[config.mk]
export PLATFORM = sky130hd
export DESIGN_NAME = bcd_timer_n
export DESIGN_NICKNAME = d
export VERILOG_FILES = /design/src/rtl/bcd_timer_n.sv
export SDC_FILE = /design/constraint.sdc
export NUM_CORES = 1
export LEC_CHECK = 0
export BUFFER_PORTS_ARGS = -buffer_cell sky130_fd_sc_hd__buf_2
export CORE_MARGIN = 2
export CORE_UTILIZATION = 40
export CTS_BUF_LIST = sky130_fd_sc_hd__clkbuf_4 sky130_fd_sc_hd__clkbuf_8
export CTS_CLUSTER_SIZE = 30
export DETAILED_ROUTE_END_ITERATION = 16
export GPL_ROUTABILITY_DRIVEN = 0
export MAX_ROUTING_LAYER = met4
export PLACE_DENSITY = 0.68
export SYNTH_ARGS = -nofsm -noshare
export SYNTH_HDL_FRONTEND = slang
export SYNTH_SLANG_ARGS = --single-unit
[constraint.sdc]
create_clock -name clk1k -period 1.6 [get_ports clk1k]
set_clock_uncertainty 0.2 [all_clocks]
set_input_delay 0.32 -clock clk1k [delete_from_list [all_inputs] [get_ports clk1k]]
set_output_delay 0.32 -clock clk1k [all_outputs]
set_load 0.01 [all_outputs]
[src/rtl/bcd_timer_n.sv]
// BCD up/down stopwatch timer with a RUN/HOLD FSM, preset load and wrap/clamp.
// Optional lap capture is enabled by defining BCD_TIMER_N_LAP_EN.
module bcd_timer_n #(
  parameter int NUM_DIGITS = 4,
  parameter int SATURATE   = 0
) (
  input  logic                    clk1k,
  input  logic                    rst,
  input  logic                    tick_en,
  input  logic                    start,
  input  logic                    stop,
  input  logic                    clear,
  input  logic                    dir,
  input  logic                    load,
  input  logic [4*NUM_DIGITS-1:0] load_val,
  input  logic                    lap,
  output logic [4*NUM_DIGITS-1:0] bcd,
  output logic [1:0]              state,
  output logic                    zero,
  output logic                    ovf,
  output logic [4*NUM_DIGITS-1:0] lap_bcd,
  output logic                    lap_valid
);

  localparam int W = 4*NUM_DIGITS;

  typedef enum logic [1:0] {
    IDLE = 2'b00,
    RUN  = 2'b01,
    HOLD = 2'b10
  } state_t;

  state_t         st_q;
  state_t         st_d;
  logic [W-1:0]   bcd_q;
  logic [W-1:0]   step_val;
  logic [W-1:0]   load_sat;
  logic           ovf_q;
  logic           cy;
  logic [3:0]     dg;
  logic           do_step;

  always_comb begin
    st_d = st_q;
    unique case (st_q)
      IDLE:    if (start) st_d = RUN;
      RUN:     if (stop) st_d = HOLD;
      HOLD:    if (start && !stop) st_d = RUN;
      default: st_d = IDLE;
    endcase
  end

  assign do_step = (st_q == RUN) && tick_en;

  // cy is the carry (up) or borrow (down) rippling through digits;
  // leaving the top digit set means the count wrapped.
  always_comb begin
    step_val = bcd_q;
    cy       = 1'b1;
    dg       = '0;
    for (int i = 0; i < NUM_DIGITS; i++) begin
      dg = bcd_q[4*i +: 4];
      if (cy) begin
        if (dir)
          step_val[4*i +: 4] = (dg == 4'd0) ? 4'd9 : dg - 4'd1;
        else
          step_val[4*i +: 4] = (dg == 4'd9) ? 4'd0 : dg + 4'd1;
      end
      cy = cy & (dir ? (dg == 4'd0) : (dg == 4'd9));
    end
    if ((SATURATE != 0) && cy)
      step_val = bcd_q;
  end

  always_comb begin
    load_sat = '0;
    for (int i = 0; i < NUM_DIGITS; i++) begin
      if (load_val[4*i +: 4] > 4'd9)
        load_sat[4*i +: 4] = 4'd9;
      else
        load_sat[4*i +: 4] = load_val[4*i +: 4];
    end
  end

  always_ff @(posedge clk1k) begin
    if (rst) begin
      st_q  <= IDLE;
      bcd_q <= '0;
      ovf_q <= 1'b0;
    end else if (clear) begin
      st_q  <= IDLE;
      bcd_q <= '0;
      ovf_q <= 1'b0;
    end else if (load) begin
      bcd_q <= load_sat;
    end else begin
      st_q <= st_d;
      if (do_step) begin
        bcd_q <= step_val;
        if (cy)
          ovf_q <= 1'b1;
      end
    end
  end

  assign bcd   = bcd_q;
  assign state = st_q;
  assign zero  = (bcd_q == '0);
  assign ovf   = ovf_q;

`ifdef BCD_TIMER_N_LAP_EN
  logic [W-1:0] lap_q;
  logic         lapv_q;

  always_ff @(posedge clk1k) begin
    if (rst || clear) begin
      lap_q  <= '0;
      lapv_q <= 1'b0;
    end else begin
      lapv_q <= lap && (st_q == RUN);
      if (lap && (st_q == RUN))
        lap_q <= bcd_q;
    end
  end

  assign lap_bcd   = lap_q;
  assign lap_valid = lapv_q;
`else
  logic unused_lap;
  assign unused_lap = lap;
  assign lap_bcd    = '0;
  assign lap_valid  = 1'b0;
`endif

endmodule
======== Yosys cells after proc, flatten, opt, wreduce, memory -nomap -nowiden ========
Index checks and enable logic that the tools add are counted.
word-level totals
  bits in registers ....................... 19
  output and inout port bits .............. 37
operators by class
  add/subtract/negate cells ............... 8
  $lt $le $gt $ge ......................... 4
  equal/unequal tests ..................... 9
  multiplexer cells ....................... 29
  bitwise logic cells ..................... 4
  reduce and logical (&&, ||, !) cells .... 19
operator list
  cell                                                   number
  2-to-1 mux 4 bit                                       19
  2-to-1 mux 16 bit                                      2
  adder 4 x 1 -> 4 bit (second input constant)           4
  equality test 4 bit (second input constant)            4
  greater-than comparator 4 bit (second input constant)  4
  zero test 16 bit                                       1
  zero test 4 bit                                        4
  subtractor 4 x 1 -> 4 bit (second input constant)      4
  nonzero test 2 bit                                     4
  2-to-1 mux 2 bit                                       3
  inequality test 2 bit (second input constant)          3
  one-hot mux 2 bit (3 select lines)                     1
  AND reduction 2 bit                                    3
  2-to-1 mux 1 bit                                       4
  AND reduction 4 bit                                    1
  AND 1 bit                                              3
  AND reduction 3 bit                                    1
  equality test 2 x 1 -> 1 bit (second input constant)   1
  equality test 2 bit (second input constant)            1
  logical AND 1 bit                                      2
  zero test 2 bit                                        1
  OR reduction 2 bit                                     1
  zero test 1 bit                                        1
  inverter 1 bit                                         1

======== Logic depth before layout (Yosys ltp) ========
  depth after elaboration ................. 7
  gate-level depth with buffers ........... 7

======== Worst setup path before layout ========
Ideal clock, no wire load.
  kind .................................... reg2reg
  from .................................... reg bcd_q[0] (netlist: bcd[0])
  to ...................................... reg bcd_q[14] (netlist: bcd[14])
  data arrival time ....................... 1521 ps
  required time ........................... 1268 ps
  slack ................................... -253 ps
  stages on the path, launching flop included .. 7
  buffers on the path ..................... 1
  clock period less this slack ............ 1853 ps
  cell sequence ........................... dfxtp_1 -> buf_6 -> nor3b_2 -> nor2_2 -> or3_1 -> o311ai_1 -> a21oi_1
on the way
  cells in the longest elaborated chain, start to end .. 6
  elaborated cells on any way between the ends .. 7
RTL lines
  element                                                 RTL line  text
  from (decl)                                             35        logic [W-1:0] bcd_q;
  from (signal assigned)                                  95        bcd_q <= load_sat;
  from (signal assigned)                                  99        bcd_q <= step_val;
  equality test 4 bit or zero test 4 bit (tied branches)  69        cy = cy & (dir ? (dg == 4'd0) : (dg == 4'd9));
  2-to-1 mux 1 bit (*)                                    69
  AND 1 bit (*) (2 in a row)                              69
  nonzero test 2 bit (no source line) (*)                 -
  AND reduction 2 bit (no source line) (*)                -
Every way passes the cells marked *; elsewhere a longest branch is shown, timed or not.
A chain may end at the register's enable or synchronous reset.

======== Worst setup path after layout ========
  from .................................... reg bcd_q[9] (netlist: bcd[9])
  to ...................................... out zero
on the way
  cells in the longest elaborated chain, start to end .. 1
RTL lines
  element           RTL line  text
  zero test 16 bit  108       assign zero = (bcd_q == '0);
  to (decl)         19        output logic zero,
No other way between the ends.

==> results.toml <==
[outcome]
run_status = "finished, violations left"
violations = "negative setup slack"

[clocking]
cts_htree_levels = 1
cts.reportedPaths.clkPinSlew_ns = 0.08
tritoncts_clock_tree = "built"
cts_sinks = 19
cts.hold.buffers_added = 0
cts_made_buffers = 3
worstSkewPairLatency_ns = 0.26
ctsLongestPathBuffers = 2
cts-root-buf = "sky130_fd_sc_hd__clkbuf_8"

[global_route]
grt.met3_usage = 0.0239
number_of_global_route_vias_before_repair = 1863
grt_overflow = 0
grt_start_max_net_pins = 15
grt_antenna_before_repair = 0
grt.total_usage = 0.212
met2_usage = 0.337
grt_pass1_wl_mm = 8.47
grtUsageMet1 = 0.272
globalRoute.busiestLayer = "met2"

[logic_synthesis]
ys_async_sr_fraction = 0
syn_avg_cell_area_um2 = 7.47
synth_seq_cells = 19
syn_area_um2 = 1840
yosys_warnings = 0
synth_seq_area_share = 0.207
synthesized_instance_count = 246
number_of_flops_mapped_to_enable_cells_by_yosys = 0
yosysUniqueCellTypes = 55
yosys_most_used_dff = "sky130_fd_sc_hd__dfxtp_1"

[die]
die_x_um = 71.8
initial_utilization = 0.419
die-area_um2 = 5150
fp_rows = 24
floorplan.die.height_um = 71.8
core_region_area_um2 = 4380
ios = 62

[drt]
detail_route.wl_per_cell_um = 14.5
vias_per_cell = 5.48
detailedRoute.firstPassIterationCount = 4
drc = 0
detail-route-antenna-nets = 0
drt-initial-drc-count = 132
vias = 2099
detail_route.wirelength_mm = 5.56

[setup_path]
crit_path_max_fo = 2
critical_path_required_ns = 1.08
worstSetupEndpointType = "output port"
reg2reg_setup_slack_ns = -0.22
worst_ep_arrival_time_ns = 1.39
crit_path_cell_trace = "nor4_4, buf_4, nand3_2, nor2_2, buf_2"
setup.worst_path.class = "reg -> out"
critical_path.startpoint_type = "flip-flop"
critical_path.top_delay_family = "simple AND/OR/NAND/NOR gates"
critical-path-max-stage-delay_ns = 0.34
slowest_stage = "sky130_fd_sc_hd__dfxtp_2"
worst-path-buf-inv = 2

[finish]
final.fill_count = 404
post-route-util = 0.623
drive_above_1_share = 0.480
growth_of_design_area_from_synthesis_to_finish_pct = 48.8
final_cell_mix = "55 x sky130_fd_sc_hd__buf_4, 43 x sky130_fd_sc_hd__buf_2, 19 x sky130_fd_sc_hd__o21ai_0"
ff_latch_area_um2 = 399
multiInputGateArea_um2 = 1450
final_common_cell = "sky130_fd_sc_hd__buf_4"
finish.net_count = 357
antenna-diode-count = 0

[run]
max_cap_viol_count = 0

[min_path]
holdCritPathClass = "in -> reg"

[sta]
fmaxAchievable_mhz = 525
timing.final.crit_period_ns = 1.91
period_share = 1.19
final_hold_viol_count = 0
grt_setup_unrepaired = "yes"
postLayoutSetupSlackWorst_ns = -0.306
setup-violations-final = 14
holdWs_ns = 0.115
report.final.slew_viol_count = 0
setup_tns_ns = -1.78

[pwr]
power.clock.fraction = 0.268
p_comb_frac = 0.369
vdd.ir_drop.worst_uv = 295
total_power_mw = 1.41
swShare = 0.341
power_switching_mw = 0.480
seq_power_share = 0.362
p_int_mw = 0.926
power_density_over_cell_area_nw_per_um2 = 514
power_leakage_nw = 1.22

[place]
placement.io_buffers = 43
placement.setup.worst_slack_ns = -0.358
place.detailed.hpwl_mm = 3.90
per-stage QoR:
stage / instances / area, µm²
finish: 383 / 2730
global placement: 371 / 2360
detailed placement: 371 / 2360
global route: 383 / 2730
CTS: 377 / 2540
floorplan: 262 / 1930
cell usage after synthesis (all sizes together), types with 3 or more instances:
| library cell | instances | area (µm²) |
|---|---|---|
| xnor2 | 7 | 61.3 |
| mux2i | 3 | 30.0 |
| a211oi | 3 | 22.5 |
| nand3b | 4 | 30.0 |
| nor2 | 20 | 77.6 |
| a21oi | 17 | 85.1 |
| nand2b | 3 | 18.8 |
| xor2 | 4 | 35.0 |
| o22ai | 4 | 25.0 |
| clkbuf | 11 | 41.3 |
| a22oi | 3 | 22.5 |
| buf | 31 | 210 |
| and3b | 5 | 45.0 |
| a31oi | 6 | 37.5 |
| inv | 9 | 33.8 |
| o21ai | 26 | 141 |
| nand3 | 7 | 35.0 |
| nand2 | 8 | 30.0 |
| nor2b | 8 | 50.1 |
| nor4b | 3 | 26.3 |
| dfxtp | 19 | 380 |
| nor3 | 6 | 30.0 |
| a221oi | 6 | 58.8 |
| nor3b | 6 | 55.1 |
cell families (layout without fill, tap and decap cells):
| family | Yosys count | after routing | share of synthesized area |
|---|---|---|---|
| xor gates and xnor gates | 11 | 11 | 0.0525 |
| other | 1 | 17 | 0.00204 |
| DFF | 19 | 19 | 0.207 |
| muxes | 3 | 3 | 0.0163 |
| buffers and inverters | 51 | 120 | 0.155 |
| AOI/OAI and AO/OA | 81 | 81 | 0.292 |
| and+or+nand+nor | 80 | 80 | 0.275 |
final cells by class:
cell class	count	share of cell area
timing repair buffer	107	0.268
clock buffer	4	0.0179
tap	52	0.0238
sequential	19	0.146
inverter	9	0.0124
multi-input combinational	192	0.532
flip-flops by register name (all words and copies together) (netlist names):
register / flops
bcd: 16
state: 2
ovf: 1
final timing paths:
path	to	from	cells past startpoint
max	zero	bcd[9]	5
min	bcd[3]	load_val[3]	3
max reg2reg	bcd[14]	bcd[0]	5
min reg2reg	ovf	ovf	2
per-layer routing:
layer / up-vias / share of wire
met3: 8 / 0.039
met2: 51 / 0.50
met4: 0 / 0.015
li1: 1030 / -
met1: 1010 / 0.45
met5: - / 0
power groups by stage:
stage	Sequential (mW)	Combinational, mW	Clock, mW
final	0.509	0.519	0.377
after CTS	0.508	0.466	0.376
after floorplan	0.520	0.287	0
after global routing	0.511	0.563	0.395
after detailed placement	0.521	0.432	0
after global placement	0.520	0.426	0
timing repair:
action | CTS | global route
pin swaps | 12 | 19
setup endpoints to repair | 16 | 19
buffers inserted | 2 | 7
resized for setup | 24 | 36
tightest hold or removal path, delay by kind of cell:
kind,cells,cell delay [ns]
compound gates,1,0.05
simple gates,1,0.06
buf+inv,1,0.11
(Power assumes the default switching activity.)
